<file path="config.mk">
export PLATFORM = sky130hd
export DESIGN_NAME = ahb_wdata_drain_flat
export DESIGN_NICKNAME = d
export VERILOG_FILES = /design/src/rtl/ahb_wdata_drain_pkg.sv /design/src/rtl/ahb_wdata_drain_if.sv /design/src/rtl/ahb_wdata_drain.sv /design/src/flat_wrapper.sv
export SDC_FILE = /design/constraint.sdc
export NUM_CORES = 1
export LEC_CHECK = 0
export ABC_CLOCK_PERIOD_IN_PS = 2650
export BUFFER_PORTS_ARGS = -buffer_cell sky130_fd_sc_hd__buf_2
export CAP_MARGIN = 25
export CORE_MARGIN = 2
export CORE_UTILIZATION = 50
export CTS_CLUSTER_DIAMETER = 40
export DETAILED_ROUTE_END_ITERATION = 7
export PLACE_DENSITY = 0.84
export SLEW_MARGIN = 20
export SYNTH_ARGS = -nofsm -noshare
export SYNTH_HDL_FRONTEND = slang
export SYNTH_SLANG_ARGS = --single-unit
export TNS_END_PERCENT = 20
</file>
<file path="constraint.sdc">
create_clock -name rclk_i -period 2.65 [get_ports rclk_i]
set_input_delay 0.53 -clock rclk_i [delete_from_list [all_inputs] [get_ports rclk_i]]
set_output_delay 0.53 -clock rclk_i [all_outputs]
set_load 0.02 [all_outputs]
</file>
<file path="src/rtl/ahb_wdata_drain_pkg.sv">
// Shared definitions for the AHB-side write-data drain of the AXI-to-AHB bridge.
package ahb_wdata_drain_pkg;

  localparam int unsigned DataW = 64;
  localparam int unsigned AhbDw = 32;
  localparam int unsigned LenW  = 8;

  localparam logic LaneLo = 1'b0;
  localparam logic LaneHi = 1'b1;

  typedef enum logic [1:0] {
    StIdle,
    StFetch,
    StDrive
  } drain_state_e;

endpackage

</file>
<file path="src/rtl/ahb_wdata_drain_if.sv">
// Command, FIFO read-port and HWDATA beat signals of the write-data drain.
interface ahb_wdata_drain_if;
  import ahb_wdata_drain_pkg::*;

  logic             cmd_valid;
  logic             cmd_ready;
  logic [LenW-1:0]  cmd_len;
  logic             cmd_lane;
  logic             fifo_empty;
  logic             fifo_read_en;
  logic [DataW-1:0] fifo_data;
  logic [AhbDw-1:0] hwdata;
  logic             beat_valid;
  logic             beat_ready;
  logic             beat_last;
  logic             burst_done;
  logic             abort;

  modport master (
    output cmd_valid, cmd_len, cmd_lane, fifo_empty, fifo_data, beat_ready, abort,
    input  cmd_ready, fifo_read_en, hwdata, beat_valid, beat_last, burst_done
  );

  modport slave (
    input  cmd_valid, cmd_len, cmd_lane, fifo_empty, fifo_data, beat_ready, abort,
    output cmd_ready, fifo_read_en, hwdata, beat_valid, beat_last, burst_done
  );

endinterface

</file>
<file path="src/rtl/ahb_wdata_drain.sv">
// Pops 64-bit write words from the FIFO and splits them into a burst of 32-bit HWDATA beats.
module ahb_wdata_drain
  import ahb_wdata_drain_pkg::*;
(
  input logic              rclk_i,
  input logic              resetn_i,
  ahb_wdata_drain_if.slave bus_io
);

  drain_state_e     state_q, state_d;
  logic [DataW-1:0] hold_q, hold_d;
  logic             lane_q, lane_d;
  logic [LenW-1:0]  remaining_q, remaining_d;

  always_ff @(posedge rclk_i) begin
    if (!resetn_i) begin
      state_q     <= StIdle;
      hold_q      <= '0;
      lane_q      <= LaneLo;
      remaining_q <= '0;
    end else begin
      state_q     <= state_d;
      hold_q      <= hold_d;
      lane_q      <= lane_d;
      remaining_q <= remaining_d;
    end
  end

  always_comb begin
    state_d            = state_q;
    hold_d             = hold_q;
    lane_d             = lane_q;
    remaining_d        = remaining_q;
    bus_io.cmd_ready    = 1'b0;
    bus_io.fifo_read_en = 1'b0;
    bus_io.beat_valid   = 1'b0;
    bus_io.beat_last    = 1'b0;
    bus_io.burst_done   = 1'b0;
    bus_io.hwdata       = (lane_q == LaneHi) ? hold_q[DataW-1:AhbDw] : hold_q[AhbDw-1:0];

    unique case (state_q)
      StIdle: begin
        // Abort blocks acceptance so a command is never both handshaken and dropped.
        bus_io.cmd_ready = !bus_io.abort;
        if (bus_io.cmd_valid && !bus_io.abort) begin
          remaining_d = bus_io.cmd_len;
          lane_d      = bus_io.cmd_lane;
          state_d     = StFetch;
        end
      end

      StFetch: begin
        if (bus_io.abort) begin
          state_d = StIdle;
        end else if (!bus_io.fifo_empty) begin
          bus_io.fifo_read_en = 1'b1;
          hold_d              = bus_io.fifo_data;
          state_d             = StDrive;
        end
      end

      StDrive: begin
        bus_io.beat_valid = 1'b1;
        bus_io.beat_last  = (remaining_q == '0);
        if (bus_io.abort) begin
          state_d = StIdle;
        end else if (bus_io.beat_ready) begin
          if (remaining_q == '0) begin
            bus_io.burst_done = 1'b1;
            state_d           = StIdle;
          end else begin
            remaining_d = remaining_q - LenW'(1);
            lane_d      = ~lane_q;
            // Upper half consumed: refill in the same cycle to avoid a bubble.
            if (lane_q == LaneHi) begin
              if (!bus_io.fifo_empty) begin
                bus_io.fifo_read_en = 1'b1;
                hold_d              = bus_io.fifo_data;
              end else begin
                state_d = StFetch;
              end
            end
          end
        end
      end

      default: state_d = StIdle;
    endcase
  end

endmodule

</file>
<file path="src/flat_wrapper.sv">
// flat-port wrapper written by rule: the top's interface ports become plain ports
module ahb_wdata_drain_flat import ahb_wdata_drain_pkg::*;
  (rclk_i, resetn_i, bus_io_cmd_valid, bus_io_cmd_len, bus_io_cmd_lane, bus_io_fifo_empty, bus_io_fifo_data, bus_io_beat_ready, bus_io_abort, bus_io_cmd_ready, bus_io_fifo_read_en, bus_io_hwdata, bus_io_beat_valid, bus_io_beat_last, bus_io_burst_done);
  ahb_wdata_drain_if bus_io_i ();
  input logic rclk_i;
  input logic resetn_i;
  input wire logic [$bits(bus_io_i.cmd_valid)-1:0] bus_io_cmd_valid;
  input wire logic [$bits(bus_io_i.cmd_len)-1:0] bus_io_cmd_len;
  input wire logic [$bits(bus_io_i.cmd_lane)-1:0] bus_io_cmd_lane;
  input wire logic [$bits(bus_io_i.fifo_empty)-1:0] bus_io_fifo_empty;
  input wire logic [$bits(bus_io_i.fifo_data)-1:0] bus_io_fifo_data;
  input wire logic [$bits(bus_io_i.beat_ready)-1:0] bus_io_beat_ready;
  input wire logic [$bits(bus_io_i.abort)-1:0] bus_io_abort;
  output wire logic [$bits(bus_io_i.cmd_ready)-1:0] bus_io_cmd_ready;
  output wire logic [$bits(bus_io_i.fifo_read_en)-1:0] bus_io_fifo_read_en;
  output wire logic [$bits(bus_io_i.hwdata)-1:0] bus_io_hwdata;
  output wire logic [$bits(bus_io_i.beat_valid)-1:0] bus_io_beat_valid;
  output wire logic [$bits(bus_io_i.beat_last)-1:0] bus_io_beat_last;
  output wire logic [$bits(bus_io_i.burst_done)-1:0] bus_io_burst_done;
  assign bus_io_i.cmd_valid = bus_io_cmd_valid;
  assign bus_io_i.cmd_len = bus_io_cmd_len;
  assign bus_io_i.cmd_lane = bus_io_cmd_lane;
  assign bus_io_i.fifo_empty = bus_io_fifo_empty;
  assign bus_io_i.fifo_data = bus_io_fifo_data;
  assign bus_io_i.beat_ready = bus_io_beat_ready;
  assign bus_io_i.abort = bus_io_abort;
  assign bus_io_cmd_ready = bus_io_i.cmd_ready;
  assign bus_io_fifo_read_en = bus_io_i.fifo_read_en;
  assign bus_io_hwdata = bus_io_i.hwdata;
  assign bus_io_beat_valid = bus_io_i.beat_valid;
  assign bus_io_beat_last = bus_io_i.beat_last;
  assign bus_io_burst_done = bus_io_i.burst_done;
  ahb_wdata_drain u_core (.rclk_i(rclk_i), .resetn_i(resetn_i), .bus_io(bus_io_i));
endmodule
</file>
==> impl_metrics.json, run 1 <==
{
  "viasPerCell": 5.20,
  "hp-class": "input port to flip-flop",
  "maxSlewHeadroom": 0.636,
  "wl_per_cell_um": 13.5,
  "place.port_buffers": 115,
  "ys.warnings.count": 0,
  "grt_max_degree": 64,
  "dieArea_sq_um": 8440,
  "coreArea_sq_um": 7610,
  "drc_errors": 0,
  "htreeDepth": 3,
  "drive_above_1_share": 0.356,
  "grt_pass1_wl_mm": 14.5,
  "register_area_sq_um": 1510,
  "pre_cts_ws_ps": 62.4,
  "max-cap-violations": 0,
  "finalSetupViolations": 2,
  "synthCells": 429,
  "place_hpwl_mm": 6.15,
  "hold_depth": 3,
  "cp_max_fo": 2,
  "ios": 116,
  "worst_slack_ps": -177,
  "placementRows": 32,
  "setup.worst_path.start_class": "flip-flop",
  "async_reset_ff_frac": 0,
  "initial_core_util": 0.508,
  "min_period_ps": 2830,
  "ant_nets": 0,
  "tritoncts": "yes",
  "n_antenna_cell": 0,
  "synth_nets": 514,
  "final.setup_skew_ps": 8.93,
  "leakagePower_nw": 2.11,
  "total_power_mw": 3.18,
  "r2r_slack_ps": 260,
  "overflow": 0,
  "numClockSinks": 75,
  "cts_buffer_depth": 2,
  "die_y_um": 91.9,
  "antenna_found_initial": 0,
  "rsz0062_at_grt": "yes",
  "drtIter0Drc": 128,
  "final_core_util": 0.629,
  "critPathRequiredTime_ps": 2120,
  "synth_top_area_frac": 0.389,
  "ys_seq_area_frac": 0.389,
  "multi_input_area_sq_um": 2120,
  "vias": 3364,
  "synthTopCellsByArea": "dfxtp_1, mux2i_1, nand2_1, mux2_2, buf_12",
  "routed_wl_mm": 8.72,
  "crit_path_end_kind": "output port",
  "die_x_um": 91.9,
  "p_per_area_nw_per_um2": 664,
  "synthTopCellsByCount": "nand2_1, dfxtp_1, mux2i_1",
  "fmax_mhz": 354,
  "violations": "negative setup slack",
  "numCtsBuffers": 9,
  "synth_most_common_cell": "nand2_1",
  "hold_viol_final": 0,
  "vdd_ir_drop_max_uv": 496,
  "clk_pin_slew_ps": 70,
  "worstPathArrival_ps": 2300,
  "ys_ff_latch": 75,
  "grt_pass1_vias": 3251,
  "grt_usage": 0.210,
  "status": "complete, but fails checks",
  "yosys.area.top_type": "dfxtp_1",
  "syn_area_per_cell_sq_um": 9.00,
  "nNetsFinal": 625,
  "root_buffer": "clkbuf_8",
  "synthDistinctLibCells": 44,
  "synth_ff_type": "dfxtp_1",
  "clk_latency_ps": 350,
  "crit_type": "flip-flop to output port",
  "area_growth_syn_to_layout_pct": 24.0,
  "place_congestion": 0.878,
  "first_pass_iters": 4,
  "synth_edf_count": 0,
  "tightest_slew_ps": 532,
  "netlist_area_sq_um": 3860,
  "reg2reg_depth": 7,
  "timing.final.max_slew_violations": 0,
  "fillCellCount": 642,
  "period_share": 1.07
}
==> final timing paths <==
check                        start             endpoint
max          u_core.remaining_q[1]  bus_io_fifo_read_en
min           bus_io_fifo_data[44]    u_core.hold_q[44]
max reg2reg  u_core.remaining_q[1]    u_core.state_q[1]
min reg2reg      u_core.hold_q[42]    u_core.hold_q[42]
==> stage by stage <==
step           cell area [sq um]  hold slack (ps)  setup TNS, ps  instances
5_1_grt                     4790              408           -399        647
3_5_place_dp                4490              446              0        628
4_1_cts                     4780              409           -371        646
3_3_place_gp                4490              438              0        628
6_report                    4790              422           -225        647
2_1_floorplan               3860              431              0        429
==> kinds of logic after synthesis <==
logic type,share of synthesized area
AOI/OAI and AO/OA,0.0684
adders and majority gates,0.0194
buffers and inverters,0.0706
DFF,0.389
muxes,0.267
and+or+nand+nor,0.186
==> worst max-delay path: stages, from the launching register on <==
cell	delay [ps]
dfxtp_2	330
inv_2	70
ha_4	130
or4b_4	450
or4_4	430
a41o_2	260
and3_4	170
buf_6	120
==> metal layers <==
metal / track usage / vias to the layer above / part of all wire
met2: 0.350 / 120 / 0.47
li1: - / 1674 / -
met3: 0.0501 / 10 / 0.068
met1: 0.262 / 1560 / 0.45
met4: 0.0808 / 0 / 0.013
met5: 0 / - / 0
==> layout make-up <==
| cell class | count | share of cell area |
|---|---|---|
| clock inverters | 4 | 0.0204 |
| well taps | 102 | 0.0267 |
| inverters | 10 | 0.00784 |
| repair buffers | 132 | 0.158 |
| flip-flops and latches | 75 | 0.314 |
| multi-input cells | 312 | 0.443 |
| clock buffers | 12 | 0.0303 |
==> placed cells by master (no fill, tap or decap), types with 2 or more instances in the layout <==
cell type / netlist / routed
mux2_2: 32 / 32
o21ai_0: 7 / 7
nand2_1: 139 / 139
nor2b_1: 6 / 6
o22ai_1: 2 / 2
buf_4: 0 / 17
o2111ai_1: 2 / 2
bufinv_16: 0 / 3
inv_1: 10 / 7
nor2_1: 6 / 6
inv_2: 0 / 3
dfxtp_2: 0 / 3
a31oi_1: 2 / 2
clkbuf_8: 0 / 10
mux2i_1: 67 / 67
a21oi_1: 4 / 4
clkbuf_1: 24 / 2
or3_1: 2 / 2
dfxtp_1: 75 / 72
buf_12: 7 / 3
a211oi_1: 2 / 2
nand3_1: 4 / 4
a21boi_0: 3 / 3
nor3_1: 3 / 3
buf_2: 1 / 111
o41ai_1: 2 / 2
ha_1: 6 / 5
==> where the power goes <==
group          internal (mW)  leakage [nW]  total [mW]  switching (mW)
sequential              1.22         0.608        1.29          0.0665
combinational          0.398          1.39       0.832           0.434
clock                  0.652         0.117        1.06           0.408
total                   2.27          2.11        3.18           0.909
==> what timing repair did <==
item                       in CTS  in global routing
setup endpoints to repair       3                  3
pin swaps                       4                  1
hold buffers                    0                  0
buffers inserted                2                  1
gates resized for setup        14                  0
==> state kept, by name, summed over array words and instances (netlist names) <==
signal              cells
u_core.state_q          2
u_core.hold_q          64
u_core.lane_q           1
u_core.remaining_q      8
No activity file was read; power rests on OpenSTA's default activity.
==> inputs of run 2 (changes only) <==
- ABC_CLOCK_PERIOD_IN_PS: 2650 -> 2400
- CORE_UTILIZATION: 50 -> 47
- PLACE_DENSITY: 0.84 -> 0.83
- clock period: 2.65 -> 2.4 ns (I/O delays scaled with it)
==> run 2 against run 1 <==
Effect of this change:
- via count grew 0.39%
- highest routed layer unchanged
- clock skew up 1.1 ps
- clock-buffer cell count fell by 2
- sequential power up 10%
- sequential cell count is the same
- clock power fell by 8%
- the flow still finishes with violations (negative setup slack)
- critical endpoint unchanged
- non-clock buffer count rose by 3
- largest cell class unchanged
==> impl_metrics.json, run 2 (same netlist as run 1, synthesis figures left out) <==
{
  "critPathRequiredTime_ps": 1920,
  "vdd_ir_drop_max_uv": 382,
  "ios": 116,
  "grt_max_degree": 66,
  "fin_area_sq_um": 4800,
  "place_congestion": 0.951,
  "grt_pass1_vias": 3358,
  "leakagePower_nw": 2.11,
  "ant_nets": 0,
  "fmax_mhz": 362,
  "status": "complete, but fails checks",
  "clk_pin_slew_ps": 80,
  "rsz0062_at_grt": "yes",
  "p_seq_frac": 0.425,
  "dieArea_sq_um": 8960,
  "setup.worst_path.start_class": "flip-flop",
  "placementRows": 33,
  "dp_cells": 637,
  "postPlaceCellArea_sq_um": 4550,
  "root_buffer": "clkbuf_8",
  "crit_type": "flip-flop to output port",
  "final.setup_skew_ps": 10.0,
  "p_clk_frac": 0.291,
  "register_area_sq_um": 1510,
  "r2r_end": "u_core.hold_q[43]",
  "largest-register": "u_core.hold_q",
  "antenna_found_initial": 0,
  "first_pass_iters": 4,
  "drtIter0Drc": 136,
  "hp-class": "input port to flip-flop",
  "grt_pass1_wl_mm": 14.2,
  "timing.final.max_slew_violations": 0,
  "finalSetupViolations": 3,
  "r2r_slack_ps": 60,
  "area_growth_syn_to_layout_pct": 24.2,
  "hp-start": "bus_io_fifo_data[9]",
  "clk_latency_ps": 340,
  "place_hpwl_mm": 6.28,
  "place.port_buffers": 115,
  "violations": "negative setup slack",
  "worst_slack_ps": -359,
  "cp_max_fo": 2,
  "numCtsBuffers": 9,
  "overflow": 0,
  "worstPathArrival_ps": 2280,
  "die_y_um": 94.6,
  "n_antenna_cell": 0,
  "period_share": 1.15,
  "hold_depth": 3,
  "drive_above_1_share": 0.366,
  "nNetsFinal": 628,
  "multi_input_area_sq_um": 2130,
  "coreArea_sq_um": 8090,
  "min_period_ps": 2760,
  "crit_path_end_kind": "output port",
  "tightest_slew_ps": 595,
  "final_common_cell": "nand2_1",
  "largest_register_ffs": 64,
  "fillCellCount": 712,
  "switching_power_mw": 1.03,
  "cts_setup_buffers": 0,
  "final_cells": 652,
  "wl_per_cell_um": 13.7,
  "mostFrequentLayoutCells": "nand2_1, buf_2, dfxtp_1",
  "maxSlewHeadroom": 0.604,
  "tritoncts": "yes",
  "cts_buffer_depth": 2,
  "intPower_mw": 2.32,
  "vias": 3377,
  "die_x_um": 94.6,
  "drc_errors": 0,
  "r2r_start": "u_core.remaining_q[0]",
  "reg_top3": "u_core.hold_q: 64 flops, u_core.remaining_q: 8 flops, u_core.state_q: 2 flops",
  "reg2reg_depth": 8,
  "grt_usage": 0.197,
  "p_per_area_nw_per_um2": 698,
  "htreeDepth": 3,
  "hold_viol_final": 0,
  "total_power_mw": 3.35,
  "combPwrFrac": 0.284,
  "routed_wl_mm": 8.92,
  "hold-path-endpoint": "u_core.hold_q[9]",
  "switching_share": 0.308,
  "numClockSinks": 75,
  "max-cap-violations": 0,
  "setup_tns_ps": -758,
  "viasPerCell": 5.18,
  "initial_core_util": 0.477
}
## run 2: cell types whose count changed in the layout (fill, tap and decap cells not counted)
cell | previous run | this run
a221oi_2 | 0 | 1
nor2_2 | 0 | 1
clkinvlp_4 | 1 | 2
clkbuf_1 | 2 | 0
buf_4 | 17 | 18
inv_6 | 0 | 1
buf_6 | 1 | 2
bufinv_16 | 3 | 1
nor2_1 | 6 | 5
a221oi_1 | 1 | 0
clkinv_4 | 0 | 1
buf_12 | 3 | 4
## run 2: worst max-delay path by stage
stage,start,to,slack (ps)
6_report,u_core.remaining_q[0],bus_io_fifo_read_en,-360
5_1_grt,u_core.remaining_q[0],bus_io_fifo_read_en,-420
4_1_cts,u_core.remaining_q[0],bus_io_fifo_read_en,-370
3_5_place_dp,u_core.remaining_q[1],bus_io_fifo_read_en,-60
3_3_place_gp,u_core.remaining_q[0],bus_io_fifo_read_en,-30
2_1_floorplan,u_core.remaining_q[0],bus_io_fifo_read_en,-20
## run 2: power by group through the flow
stage / registers (mW) / clock network (mW) / logic (mW)
after detailed placement: 1.45 / 0 / 0.916
after global placement: 1.44 / 0 / 0.893
after CTS: 1.42 / 1.01 / 0.939
final: 1.42 / 0.975 / 0.951
after floorplan: 1.42 / 0 / 0.675
after global routing: 1.44 / 1.05 / 1.03
## run 2: stage by stage
| step | setup WS [ps] | hold WS, ps | util |
|---|---|---|---|
| floorplan | -17.2 | 431 | - |
| global placement | -28.4 | 438 | 0.563 |
| detailed placement | -62.6 | 446 | 0.563 |
| CTS | -371 | 358 | 0.591 |
| global route | -422 | 355 | 0.593 |
| finish | -359 | 377 | 0.593 |
## run 2: what timing repair did
action                     in CTS  in global routing
setup endpoints to repair       3                  4
gates cloned                    0                  0
pin swaps                       1                  0
hold buffers                    0                  0
gates resized for setup        10                  3
## run 2: worst max-delay path: stages, from the launching register on
cell,delay (ps)
dfxtp_2,330
inv_2,70
ha_4,130
or4b_4,450
or4_4,430
a41o_2,250
and3_4,150
buf_6,120
## run 2: cell type report
cell class,count,share of cell area
clock buffers,10,0.0287
multi-input cells,312,0.444
flip-flops and latches,75,0.314
inverters,10,0.00782
repair buffers,135,0.165
clock inverters,5,0.0130
well taps,105,0.0274
## run 2: metal layers
layer	up-vias	track usage	wire, um
met2	108	0.366	4480
met1	1574	0.214	3650
met5	-	0	0
met3	7	0.0734	720
li1	1688	-	-
met4	0	0.0399	68
